==> src/rtl/jk_count_sequencer.sv <==
// Sequencer around a WIDTH-bit synchronous JK counter: load, count up/down, pause, abort, auto-reload.
// Define JKC_PRESCALE_EN to step only on every PRESCALE-th RUN cycle.
module jk_count_sequencer #(
  parameter int WIDTH    = 2,
  parameter int PRESCALE = 4
) (
  input  logic             clk,
  input  logic             reset,
  input  logic             start,
  input  logic             dir,
  input  logic             reload,
  input  logic [WIDTH-1:0] load_val,
  input  logic             pause,
  input  logic             abort,
  output logic [WIDTH-1:0] q,
  output logic [WIDTH-1:0] j,
  output logic [WIDTH-1:0] k,
  output logic             busy,
  output logic             tc,
  output logic             done
);

  typedef enum logic [1:0] {IDLE, RUN, HOLD} state_e;

  state_e           state_q, state_d;
  logic [WIDTH-1:0] q_q, q_d;
  logic [WIDTH-1:0] load_q, load_d;
  logic             dir_q, dir_d;
  logic             rel_q, rel_d;
  logic             done_q, done_d;
  logic [WIDTH-1:0] term;
  logic [WIDTH-1:0] jk_mask;
  logic             at_term;
  logic             presc_hit;
  logic             run_step;
  logic             count_step;

`ifdef JKC_PRESCALE_EN
  localparam int PW = (PRESCALE > 1) ? $clog2(PRESCALE) : 1;
  logic [PW-1:0] presc_q, presc_d;
  assign presc_hit = (presc_q == PW'(PRESCALE - 1));
`else
  // Every RUN cycle is a step cycle; PRESCALE has no effect in this build.
  assign presc_hit = (PRESCALE != 0);
`endif

  assign term    = dir_q ? '1 : '0;
  assign at_term = (q_q == term);

  // Bit i toggles when every lower bit is 1 (up) or 0 (down).
  always_comb begin
    logic carry;
    jk_mask = '0;
    carry   = 1'b1;
    for (int i = 0; i < WIDTH; i++) begin
      jk_mask[i] = carry;
      carry      = carry & (dir_q ? q_q[i] : ~q_q[i]);
    end
  end

  assign run_step   = (state_q == RUN) & ~abort & ~pause & presc_hit;
  assign count_step = run_step & ~at_term;

  assign j    = count_step ? jk_mask : '0;
  assign k    = count_step ? jk_mask : '0;
  assign q    = q_q;
  assign busy = (state_q == RUN) | (state_q == HOLD);
  assign tc   = busy & at_term;
  assign done = done_q;

  always_comb begin
    state_d = state_q;
    q_d     = q_q;
    load_d  = load_q;
    dir_d   = dir_q;
    rel_d   = rel_q;
    done_d  = 1'b0;
`ifdef JKC_PRESCALE_EN
    presc_d = presc_q;
`endif
    case (state_q)
      IDLE: begin
        if (start && !abort) begin
          q_d     = load_val;
          load_d  = load_val;
          dir_d   = dir;
          rel_d   = reload;
          state_d = RUN;
`ifdef JKC_PRESCALE_EN
          presc_d = '0;
`endif
        end
      end
      RUN: begin
        if (abort) begin
          state_d = IDLE;
`ifdef JKC_PRESCALE_EN
          presc_d = '0;
`endif
        end else if (pause) begin
          state_d = HOLD;
        end else if (presc_hit) begin
`ifdef JKC_PRESCALE_EN
          presc_d = '0;
`endif
          if (!at_term) begin
            q_d = q_q ^ jk_mask;
          end else begin
            done_d = 1'b1;
            if (rel_q) q_d = load_q;
            else       state_d = IDLE;
          end
        end else begin
`ifdef JKC_PRESCALE_EN
          presc_d = presc_q + 1'b1;
`endif
        end
      end
      HOLD: begin
        if (abort) begin
          state_d = IDLE;
`ifdef JKC_PRESCALE_EN
          presc_d = '0;
`endif
        end else if (!pause) begin
          state_d = RUN;
        end
      end
      default: state_d = IDLE;
    endcase
  end

  always_ff @(posedge clk) begin
    if (reset) begin
      state_q <= IDLE;
      q_q     <= '0;
      load_q  <= '0;
      dir_q   <= 1'b0;
      rel_q   <= 1'b0;
      done_q  <= 1'b0;
`ifdef JKC_PRESCALE_EN
      presc_q <= '0;
`endif
    end else begin
      state_q <= state_d;
      q_q     <= q_d;
      load_q  <= load_d;
      dir_q   <= dir_d;
      rel_q   <= rel_d;
      done_q  <= done_d;
`ifdef JKC_PRESCALE_EN
      presc_q <= presc_d;
`endif
    end
  end

endmodule

==> config.mk <==
export PLATFORM = sky130hd
export DESIGN_NAME = jk_count_sequencer
export DESIGN_NICKNAME = d
export VERILOG_FILES = /design/src/rtl/jk_count_sequencer.sv
export SDC_FILE = /design/constraint.sdc
export NUM_CORES = 1
export LEC_CHECK = 0
export ABC_AREA = 1
export BUFFER_PORTS_ARGS = -buffer_cell sky130_fd_sc_hd__clkbuf_2
export CAP_MARGIN = 20
export CORE_AREA = 3 3 40 42
export DETAILED_ROUTE_END_ITERATION = 7
export DIE_AREA = 0 0 43 45
export GPL_TIMING_DRIVEN = 0
export MAX_ROUTING_LAYER = met4
export PLACE_DENSITY = 0.85
export SYNTH_ARGS = -nofsm -noshare
export SYNTH_HDL_FRONTEND = slang
export SYNTH_SLANG_ARGS = --single-unit
==> constraint.sdc <==
create_clock -name clk -period 2.47 [get_ports clk]
set_input_delay 0.247 -clock clk [delete_from_list [all_inputs] [get_ports clk]]
set_output_delay 0.247 -clock clk [all_outputs]
set_load 0.005 [all_outputs]
; Word-level counts from Yosys, hierarchy flattened
; Index checks and enable logic that the tools add are counted.
[totals]
out_inout_bits = 9
input_bits = 9
regBits = 9
wordCells = 53
[classes]
n_reduce_logical = 8
eq_ne = 10
bitwise_logic = 11
n_mux = 18
[op_table]
columns = operator, count
row1 = 2-bit 2-to-1 mux, 14
row2 = "4-bit != test, second input constant", 2
row3 = "2-bit != test, second input constant", 3
row4 = "3-bit != test, second input constant", 2
row5 = 2-bit case mux with 3 select lines, 1
row6 = 1-bit inverter, 5
row7 = 5-bit AND reduction, 1
row8 = 1-bit bitwise AND, 4
row9 = 2-bit case mux with 2 select lines, 1
row10 = 4-bit AND reduction, 1
row11 = 4-bit OR reduction, 1
row12 = "2-bit by 1-bit == test with 1-bit output, second input constant", 1
row13 = 2-bit == test, 1
row14 = "2-bit == test, second input constant", 1
row15 = 2-bit zero test, 1
row16 = 1-bit 2-to-1 mux, 2
row17 = 2-bit AND reduction, 1
row18 = 2-bit nonzero test, 1
row19 = 2-bit bitwise XOR, 1
row20 = 1-bit logical AND, 1
row21 = 1-bit zero test, 1
row22 = 1-bit OR, 1

; Logic depth before layout (Yosys ltp)
[depth]
word_depth = 7
depth_mapped = 10
mapped_depth_nobuf = 10

; Least setup slack after synthesis
; No wires, ideal clock.
[synth_timing]
path_type = register -> output
startpoint = reg state_q[1]
endpoint = out k[1]
path_buffers = 1
t_required_ns = 2.223
arrival_ns = 1.230
stages_incl_launch_ff = 10
path_slack_ns = 0.993
cell_sequence = dfxtp_1 > inv_1 > ha_1 > inv_2 > nor3_4 > nand2_2 > inv_1 > nand2_1 > inv_1 > buf_4
[synth_between]
elab_chain_cells = 5
[synth_rtl]
columns = item, line_no
row1 = start: declaration, 25  ; state_e state_q, state_d;
row2 = start signal: assignment, 145  ; state_q <= state_d;
row3 = 2-bit by 1-bit == test with 1-bit output, 61  ; assign run_step = (state_q == RUN) & ~abort & ~pause & presc_hit;
row4 = 1-bit bitwise AND (2 in a row), 61
row5 = 1-bit bitwise AND, 62  ; assign count_step = run_step & ~at_term;
row6 = net count_step, 36  ; logic count_step;
row7 = 2-bit 2-to-1 mux, --
row8 = end: declaration, 17  ; output logic [WIDTH-1:0] k,
; The timed path passes the listed nets, and every way through them passes these cells.

; Final worst setup path
[layout_timing]
startpoint = reg state_q[1]
endpoint = out k[1]
[layout_between]
elab_chain_cells = 5
[layout_rtl]
columns = item, line_no
row1 = 2-bit by 1-bit == test with 1-bit output, 61
row2 = 1-bit bitwise AND (2 in a row), 61
row3 = 1-bit bitwise AND, 62
row4 = net count_step, 36
row5 = 2-bit 2-to-1 mux, 65  ; assign k = count_step ? jk_mask : '0;
; The timed path passes the listed nets, and every way through them passes these cells.

==> impl_metrics.yaml <==
setup_path:
  critPathTopFamily: "buffers and inverters"
  cp-start-kind: "flop"
  cp-end-kind: "primary output"
  r2r_slack_ns: 0.98
  worstPathCellList: "inv_1 > ha_1 > inv_2 > nor3_4 > nand2_2 > inv_1 > nand2_1 > inv_1 > buf_4 > clkbuf_2"
  worstSetupPathType: "reg2out"
  slowest_delay_ns: 0.34
  timing.rr.end: "q[1]$_SDFFE_PP0P_"
  arrival_ns: 1.75
  crit_fanout: 5
  cp_num_buf_inv: 6
  rr_worst_depth: 9
  cp_common_cell: "inv_1"
  rr_startpoint: "state_q[1]$_SDFFE_PP0P_"
  slowest_stage: "dfxtp_1"
  cp.required_ns: 2.22
cells_and_area:
  antenna-diode-count: 0
  syn_to_final_growth_pct: 20.8
  layout-drive-gt1-share_pct: 33.6
  nets: 130
  design_area_um2: 756
  fin_cells: 131
  nFillCells: 124
  utilization_pct: 58.8
clocking:
  tritoncts: "built"
  root_buffer: "clkbuf_4"
  hold_buffers: 0
  clk_latency_ns: 0.26
  cts_resized: 0
  path_clk_slew_ns: 0.07
  post-cts-setup-buffer-count: 0
  htree_levels: 1
  cts.sink_count: 9
  numCtsBuffers: 3
  cts_max_path_buffers: 2
global_route:
  grt.total_usage_pct: 16.5
  grt_pass1_vias: 551
  grt_max_degree: 10
  grt_first_pass_wirelength_mm: 2.23
  gr-total-overflow: 0
  antenna_found_initial: 0
routing:
  drt_iter0_drc: 13
  dr_total_vias: 625
  wl_per_cell_um: 10.6
  avgViaCountPerCell: 4.77
  drc_errors: 0
  drt_wl_total_mm: 1.39
  drtPass1Iterations: 6
  ant_nets: 0
pwr:
  p_sw_share_pct: 47.2
  combinationalPowerShare_pct: 58.3
  seqPwrFrac_pct: 27.5
  clock_power_share_pct: 14.1
  ir_worst_vdd_uv: 550
  p_int_uw: 439
  leakage_uw: 0.000420
  power.net_switching_uw: 392
  power.density_nw_per_um2: 1100
yosys:
  synth_warnings: 0
  ys_seq_area_share_pct: 28.8
  synthCells: 95
  syn-num-nets: 108
  postSynthAreaPerCell_um2: 6.59
  synth_cell_types: 16
  synth_area_um2: 626
  ys_seq_elements: 9
placement:
  io_buffers: 17
  place_inst: 127
  place_hpwl_mm: 1.03
  gp_congestion: 0.878
  post_dp_cell_area_um2: 729
timing:
  slew-limit-headroom_pct: 80.2
  hold_viol_final: 0
  final.period_utilization_pct: 80.8
  fin_crit_ns: 2.00
  holdWs_ns: 0.256
  finalSetupViolCount: 0
  slew_viol_final: 0
  fmax_ghz: 0.501
  worstMarginPinSlew_ns: 0.294
  fin_setup_tns_ns: 0
  clock-skew-final_ns: 0.00638
  rsz0062_at_grt: "false"
outcome:
  status: "complete, no violations"
floorplan:
  die_width_um: 43
  num_rows: 13
  initial_utilization_pct: 48.7
  core_um2: 1280
  die_h_um: 45
  io_pins: 18
  dieArea_um2: 1940
hold_path:
  holdCritStartpoint: "reload"
  holdPathStages: 3
  hp-class: "in2reg"
  whs_endpoint: "rel_q$_SDFFE_PP0P_"
job:
  drv_cap: 0
## metal layers
layer / GRT usage [%] / up-vias / part of all wire [%]
met4: 13.9 / 0 / 4.6
met3: 3.59 / 8 / 6.0
met2: 26.9 / 26 / 48
met1: 16.9 / 256 / 41
met5: - / - / 0
li1: - / 335 / -
## placed cells by master (no fill, tap or decap)
cell,count
nor2_2,2
o21ai_0,5
clkbuf_2,17
nor3_4,1
ha_1,4
nand2_2,7
clkbuf_4,3
nand2_1,22
buf_4,3
inv_1,13
clkbuf_1,1
inv_2,3
nand3_2,1
or2_2,1
nand3_1,8
a21oi_1,6
nor2_1,9
dfxtp_1,9
nand4_2,1
## cell families (layout without fill, tap and decap cells)
logic type	count (synthesis)	count (layout)	synth area share (%)
compound gates	11	11	8.80
fa+ha+maj	4	4	8.00
simple gates	52	52	41.2
buf+inv	19	40	13.2
flops	9	9	28.8
## tightest hold or removal path, cell delays in order
cell,delay [ns]
clkbuf_2,0.07
o21ai_0,0.07
a21oi_1,0.10
## power by group through the flow
stage,clock (uW),combinational (uW),sequential [uW]
after floorplan,0,362,224
after global placement,0,463,228
after detailed placement,0,475,231
after CTS,119,485,228
after global routing,129,541,236
final,118,485,229
## registers in the layout (all words and copies together), names as in the netlist
register and count:
q 2, rel_q 1, dir_q 1, done 1, state_q 2, load_q 2
## synth_stat cells
| master | number | area share [%] |
|---|---|---|
| ha_1 | 4 | 8.0 |
| nor2_2 | 2 | 2.0 |
| or2_2 | 1 | 1.0 |
| nand4_2 | 1 | 2.0 |
| nand3_2 | 1 | 1.6 |
| inv_2 | 3 | 1.8 |
| dfxtp_1 | 9 | 29 |
| nor2_1 | 9 | 5.4 |
| buf_4 | 3 | 3.6 |
| a21oi_1 | 6 | 4.8 |
| nor3_4 | 1 | 2.6 |
| o21ai_0 | 5 | 4.0 |
| inv_1 | 13 | 7.8 |
| nand2_2 | 7 | 7.0 |
| nand2_1 | 22 | 13 |
| nand3_1 | 8 | 6.4 |
## area by class of cell
cell class	count	area, um2	area share (%)
buffer	3	22.5	2.98
multi-input combinational	67	363	48.0
inverter	16	60.1	7.95
clock buffer	4	26.3	3.48
tap	15	18.8	2.48
timing repair buffer	17	85.1	11.3
sequential	9	180	23.8
## how the worst max path moves through the flow
stage,from,end,depth (start not counted)
2_1_floorplan,state_q[1]$_SDFFE_PP0P_,k[1],9
3_3_place_gp,state_q[1]$_SDFFE_PP0P_,k[1],10
3_5_place_dp,state_q[1]$_SDFFE_PP0P_,k[1],10
4_1_cts,state_q[1]$_SDFFE_PP0P_,k[1],10
5_1_grt,state_q[1]$_SDFFE_PP0P_,k[1],10
6_report,state_q[1]$_SDFFE_PP0P_,k[1],10
## through the flow
step	total power (uW)	setup WS, ns
2_1_floorplan	585	0.993
3_3_place_gp	691	0.801
3_5_place_dp	707	0.747
5_1_grt	906	0.343
4_1_cts	833	0.453
6_report	831	0.473
Power figures use the tool's default switching activity.
